$ cat src/rtl/dm_arbiter.sv
// Two-port (CPU/DMA) round-robin arbiter in front of a byte-addressed data memory.
// Each access takes three cycles: IDLE samples and captures, ACC drives the memory,
// RSP presents done/err/rdata to the winning port.
module dm_arbiter (
    input  logic        clk,
    input  logic        rstn,
    // Port 0 (CPU)
    input  logic        p0_req,
    input  logic [2:0]  p0_op,
    input  logic [8:0]  p0_addr,
    input  logic [31:0] p0_wdata,
    output logic        p0_gnt,
    output logic        p0_done,
    output logic        p0_err,
    output logic [31:0] p0_rdata,
    // Port 1 (DMA)
    input  logic        p1_req,
    input  logic [2:0]  p1_op,
    input  logic [8:0]  p1_addr,
    input  logic [31:0] p1_wdata,
    output logic        p1_gnt,
    output logic        p1_done,
    output logic        p1_err,
    output logic [31:0] p1_rdata,
    // Memory side
    output logic        dm_we,
    output logic [2:0]  dm_op,
    output logic [8:0]  dm_addr,
    output logic [31:0] dm_din,
    input  logic [31:0] dm_dout
);

    localparam logic [2:0] OpLw  = 3'b000;
    localparam logic [2:0] OpLh  = 3'b001;
    localparam logic [2:0] OpLhu = 3'b010;
    localparam logic [2:0] OpSw  = 3'b101;
    localparam logic [2:0] OpSh  = 3'b110;
    localparam logic [2:0] OpSb  = 3'b111;

    typedef enum logic [1:0] {StIdle, StAcc, StRsp} state_e;

    state_e      state_q, state_d;
    logic        win_q, win_d;       // port owning the current access
    logic        last_q, last_d;     // port granted most recently
    logic        mis_q, mis_d;       // captured access is misaligned
    logic        store_q, store_d;   // captured access is a store
    logic [1:0]  gnt_q, gnt_d;
    logic [1:0]  done_q, done_d;
    logic [1:0]  err_q, err_d;
    logic [31:0] rdata0_q, rdata0_d;
    logic [31:0] rdata1_q, rdata1_d;
    logic        dm_we_q, dm_we_d;
    logic [2:0]  dm_op_q, dm_op_d;
    logic [8:0]  dm_addr_q, dm_addr_d;
    logic [31:0] dm_din_q, dm_din_d;

    logic        sel;
    logic [2:0]  sel_op;
    logic [8:0]  sel_addr;
    logic [31:0] sel_wdata;
    logic        sel_mis;
    logic        sel_store;
    logic [31:0] load_result;

    function automatic logic is_store(input logic [2:0] op);
        return (op == OpSw) || (op == OpSh) || (op == OpSb);
    endfunction

    function automatic logic is_misaligned(input logic [2:0] op, input logic [8:0] addr);
        logic mis;
        mis = 1'b0;
        case (op)
            OpLw, OpSw:        mis = (addr[1:0] != 2'b00);
            OpLh, OpLhu, OpSh: mis = addr[0];
            default:           mis = 1'b0;
        endcase
        return mis;
    endfunction

    // Winner selection: a lone requester wins; on a tie the port not granted last wins
    always_comb begin
        sel       = p1_req && (!p0_req || !last_q);
        sel_op    = sel ? p1_op    : p0_op;
        sel_addr  = sel ? p1_addr  : p0_addr;
        sel_wdata = sel ? p1_wdata : p0_wdata;
        sel_mis   = is_misaligned(sel_op, sel_addr);
        sel_store = is_store(sel_op);
    end

    // Next-state, capture and output-register logic for the IDLE/ACC/RSP sequence
    always_comb begin
        state_d     = state_q;
        win_d       = win_q;
        last_d      = last_q;
        mis_d       = mis_q;
        store_d     = store_q;
        rdata0_d    = rdata0_q;
        rdata1_d    = rdata1_q;
        gnt_d       = 2'b00;
        done_d      = 2'b00;
        err_d       = 2'b00;
        dm_we_d     = 1'b0;
        dm_op_d     = OpLw;
        dm_addr_d   = 9'd0;
        dm_din_d    = 32'd0;
        load_result = (mis_q || store_q) ? 32'd0 : dm_dout;

        unique case (state_q)
            StIdle: begin
                if (p0_req || p1_req) begin
                    state_d        = StAcc;
                    win_d          = sel;
                    last_d         = sel;
                    mis_d          = sel_mis;
                    store_d        = sel_store;
                    gnt_d[sel]     = 1'b1;
                    // A misaligned access is turned into a harmless non-writing LW
                    dm_op_d        = sel_mis ? OpLw : sel_op;
                    dm_we_d        = sel_store && !sel_mis;
                    dm_addr_d      = sel_addr;
                    dm_din_d       = sel_wdata;
                end
            end
            StAcc: begin
                state_d        = StRsp;
                done_d[win_q]  = 1'b1;
                err_d[win_q]   = mis_q;
                if (win_q) begin
                    rdata1_d = load_result;
                end else begin
                    rdata0_d = load_result;
                end
            end
            StRsp: begin
                state_d = StIdle;
            end
            default: begin
                state_d = StIdle;
            end
        endcase
    end

    // State and output registers; reset clears everything, so an in-flight store is dropped
    always_ff @(posedge clk or negedge rstn) begin
        if (!rstn) begin
            state_q   <= StIdle;
            win_q     <= 1'b0;
            last_q    <= 1'b1;
            mis_q     <= 1'b0;
            store_q   <= 1'b0;
            gnt_q     <= 2'b00;
            done_q    <= 2'b00;
            err_q     <= 2'b00;
            rdata0_q  <= 32'd0;
            rdata1_q  <= 32'd0;
            dm_we_q   <= 1'b0;
            dm_op_q   <= OpLw;
            dm_addr_q <= 9'd0;
            dm_din_q  <= 32'd0;
        end else begin
            state_q   <= state_d;
            win_q     <= win_d;
            last_q    <= last_d;
            mis_q     <= mis_d;
            store_q   <= store_d;
            gnt_q     <= gnt_d;
            done_q    <= done_d;
            err_q     <= err_d;
            rdata0_q  <= rdata0_d;
            rdata1_q  <= rdata1_d;
            dm_we_q   <= dm_we_d;
            dm_op_q   <= dm_op_d;
            dm_addr_q <= dm_addr_d;
            dm_din_q  <= dm_din_d;
        end
    end

    assign p0_gnt   = gnt_q[0];
    assign p1_gnt   = gnt_q[1];
    assign p0_done  = done_q[0];
    assign p1_done  = done_q[1];
    assign p0_err   = err_q[0];
    assign p1_err   = err_q[1];
    assign p0_rdata = rdata0_q;
    assign p1_rdata = rdata1_q;
    assign dm_we    = dm_we_q;
    assign dm_op    = dm_op_q;
    assign dm_addr  = dm_addr_q;
    assign dm_din   = dm_din_q;

endmodule

$ cat config.mk
export PLATFORM = sky130hd
export DESIGN_NAME = dm_arbiter
export DESIGN_NICKNAME = d
export VERILOG_FILES = /design/src/rtl/dm_arbiter.sv
export SDC_FILE = /design/constraint.sdc
export NUM_CORES = 1
export LEC_CHECK = 0
export ABC_AREA = 1
export ABC_CLOCK_PERIOD_IN_PS = 1500
export CORE_ASPECT_RATIO = 1.75
export CORE_UTILIZATION = 35
export CTS_BUF_LIST = sky130_fd_sc_hd__clkbuf_4 sky130_fd_sc_hd__clkbuf_8 sky130_fd_sc_hd__clkbuf_16
export DETAILED_ROUTE_END_ITERATION = 8
export DONT_BUFFER_PORTS = 1
export SYNTH_ARGS = -nofsm -noshare
export SYNTH_HDL_FRONTEND = slang
export SYNTH_SLANG_ARGS = --single-unit
export TNS_END_PERCENT = 30
$ cat constraint.sdc
create_clock -name clk -period 1.5 [get_ports clk]
set_input_delay 0.3 -clock clk [delete_from_list [all_inputs] [get_ports clk]]
set_output_delay 0.3 -clock clk [all_outputs]
set_load 0.01 [all_outputs]
==> results of run 1 <==
-- cell type report --
| class | count | area (um^2) | share of cell area [%] |
|---|---|---|---|
| inverter | 49 | 186 | 3.05 |
| clock buffer | 18 | 433 | 7.09 |
| timing repair buffer | 21 | 299 | 4.90 |
| multi-input combinational | 275 | 1760 | 28.8 |
| clock inverter | 14 | 175 | 2.87 |
| tap | 177 | 221 | 3.63 |
| antenna | 2 | 5.00 | 0.0819 |
| sequential | 121 | 3030 | 49.6 |
-- worst register-to-register path, cell delays in order, from the launching register on --
cell       delay, ns
dfrtp_1         0.40
nor2_4          0.15
inv_4           0.06
nor2_4          0.14
buf_12          0.13
clkbuf_16       0.16
mux2_2          0.34
-- synthesized netlist by cell type, drive strengths merged --
library cell	number	area [um^2]
nor2	121	472
nand2	29	121
dfstp	1	26.3
buf	23	161
mux2	64	721
a21oi	1	5.00
o21ai	8	51.3
nand3	7	35.0
nor3	41	205
inv	49	184
dfrtp	120	3000
nand3b	3	22.5
-- metal layers --
metal | wire length, um | up-vias
met3 | 1220 | 33
met4 | 379 | 0
li1 | - | 1520
met1 | 4050 | 1630
met5 | 0 | -
met2 | 6750 | 217
-- logic make-up (layout without fill, tap and decap cells) --
group / count (synthesis) / count (layout) / synth area share [%]
AO/OA/AOI/OAI: 9 / 9 / 1.12
flip-flops: 121 / 121 / 60.5
AND/OR/NAND/NOR: 201 / 202 / 17.1
multiplexers: 64 / 64 / 14.4
buffers and inverters: 72 / 102 / 6.90
other: 0 / 2 / 0
-- repair_timing --
item                                    4_1_cts  5_1_grt
buffers inserted                              0        3
gates cloned                                  0        4
pin swaps                                     2       11
endpoints found under the setup margin        5       78
endpoints found under the hold margin       121      121
gates resized for setup                       4       35
-- state kept, by name (all words and copies together), names as in the netlist, 3 cells and up --
| register | flops |
|---|---|
| dm_op | 3 |
| dm_addr | 9 |
| dm_din | 32 |
| p1_rdata | 32 |
| p0_rdata | 32 |
-- power by group --
| group | leakage [uW] | total, uW | switching [uW] | internal [uW] |
|---|---|---|---|---|
| Clock | 0.000290 | 4130 | 1490 | 2640 |
| Sequential | 0.00158 | 5720 | 1270 | 4450 |
| Combinational | 0.00116 | 3700 | 1800 | 1900 |
| Total | 0.00303 | 13600 | 4570 | 8990 |
-- metrics by stage --
step / area (um^2) / power, uW / std cells / worst slack, ns
2_1_floorplan: 5010 / 7900 / 467 / 0.122
3_3_place_gp: 5260 / 8770 / 636 / 0.0305
3_5_place_dp: 5260 / 8920 / 636 / -0.0417
4_1_cts: 5890 / 13100 / 668 / -0.0141
5_1_grt: 6100 / 14300 / 675 / -0.0814
6_report: 6110 / 13600 / 677 / -0.00555
-- path summary, 6_finish.rpt --
kind	startpoint	end	slack (ns)	cells past startpoint
max	state_q[1]	p0_rdata[18]	-0.006	6
min	rstn	p0_rdata[5]	-0.41	0
max reg2reg	state_q[1]	p0_rdata[18]	-0.006	6
min reg2reg	mis_q	mis_q	0.49	2
max in group asynchronous	rstn	last_q	1.64	0
min in group clk	p0_wdata[19]	dm_din[19]	0.06	2
==> results.toml, run 1 <==
[layout]
fin_util_pct = 43.9
layout-drive-gt1-share_pct = 28.1
syn_to_final_growth_pct = 22.0
nets = 609
fillCellCount = 1306
final_common_cell = "dfrtp_1"
layout_common_cells = "dfrtp_1 (120), nor2_1 (117), mux2_2 (47), inv_1 (46), nor3_1 (38)"

[synth]
synthCells = 467
seq_area_frac_synth_pct = 60.5
syn_area_per_cell_um2 = 10.7
synth.distinct_cells = 20
synth_nets = 591
yosys_warnings = 0
synthesis.area_um2 = 5010
synth_seq_cells = 121

[floorplanning]
fp.coreArea_um2 = 13900
start_util_pct = 36.0
ioPinCount = 239
die_w_um = 92.4
die_y_um = 160
die_area_um2 = 14800
fp-row-count = 57

[worst_setup_path]
critPathTopFamily = "flip-flops"
worstSetupPathType = "register to register"
crit_buf_inv = 3
worstPathArrival_ns = 1.79
cpMostUsedCell = "nor2_4"
cp.required_ns = 1.78
critPathLaunchType = "register"
cp_cell_sequence = "nor2_4 -> inv_4 -> nor2_4 -> buf_12 -> clkbuf_16 -> mux2_2"
max_stage_delay_ns = 0.40
critPathMaxFanout = 8
worst_path_max_delay_cell = "dfrtp_1"
end_kind = "register"

[sta]
rsz0062_at_grt = "true"
fin_tns_setup_ns = -0.00555
worst_pin_slew_ns = 0.645
final-setup-viol-count = 1
finalHoldViolCount = 121
fmax_mhz = 664
period_share_pct = 100
holdWs_ns = -0.409
setup_slack_ns = -0.00555
slew_headroom_pct = 56.9
finClkSkew_ns = 0.00664
fin_crit_ns = 1.51
slew_violations = 0

[grt]
grtUsageMet3_pct = 6.48
grt_pass1_vias = 3704
busiest_layer = "met2"
track_usage_pct = 16.3
use_met2_pct = 29.7
grt_pass1_wl_mm = 18.2
grt_max_degree = 122
use_met1_pct = 14.9
antenna_found_initial = 1
overflow = 0

[detailed_routing]
routed_wl_mm = 12.4
drt_first_pass_iters = 4
vias = 3400
drt_iter0_drc = 112
drc = 0
vias_per_cell = 5.02
ant_nets = 0
wire_per_inst_um = 18.3

[run_status]
violations = "hold timing, setup timing"
status = "complete, but fails checks"

[run]
maxCapViolCount = 0

[min_path]
hold_class = "primary input to async pin"

[power_and_ir_drop]
p_per_area_nw_per_um2 = 2220
p_leak_uw = 0.00303
max-vdd-ir-drop_mv = 0.946

[clock_network]
cts_buffers = 17
clock_latency_ns = 0.40
cts_tree = "built"
clk_path_buf_depth = 2
cts_max_level = 4
cts_root_buf = "clkbuf_16"
clock_sinks = 121
clk_pin_slew_ns = 0.06

[placement]
io_buffers = 0
hpwl_mm = 8.49
place_congestion = 0.891
Note: power is estimated with default switching activity, not from simulation.
==> run 2, diff against run 1 <==
- GPL_ROUTABILITY_DRIVEN: not set -> 0
==> results of run 2 <==
Same layout as run 1: the final DEF is identical, and so are final timing and power.
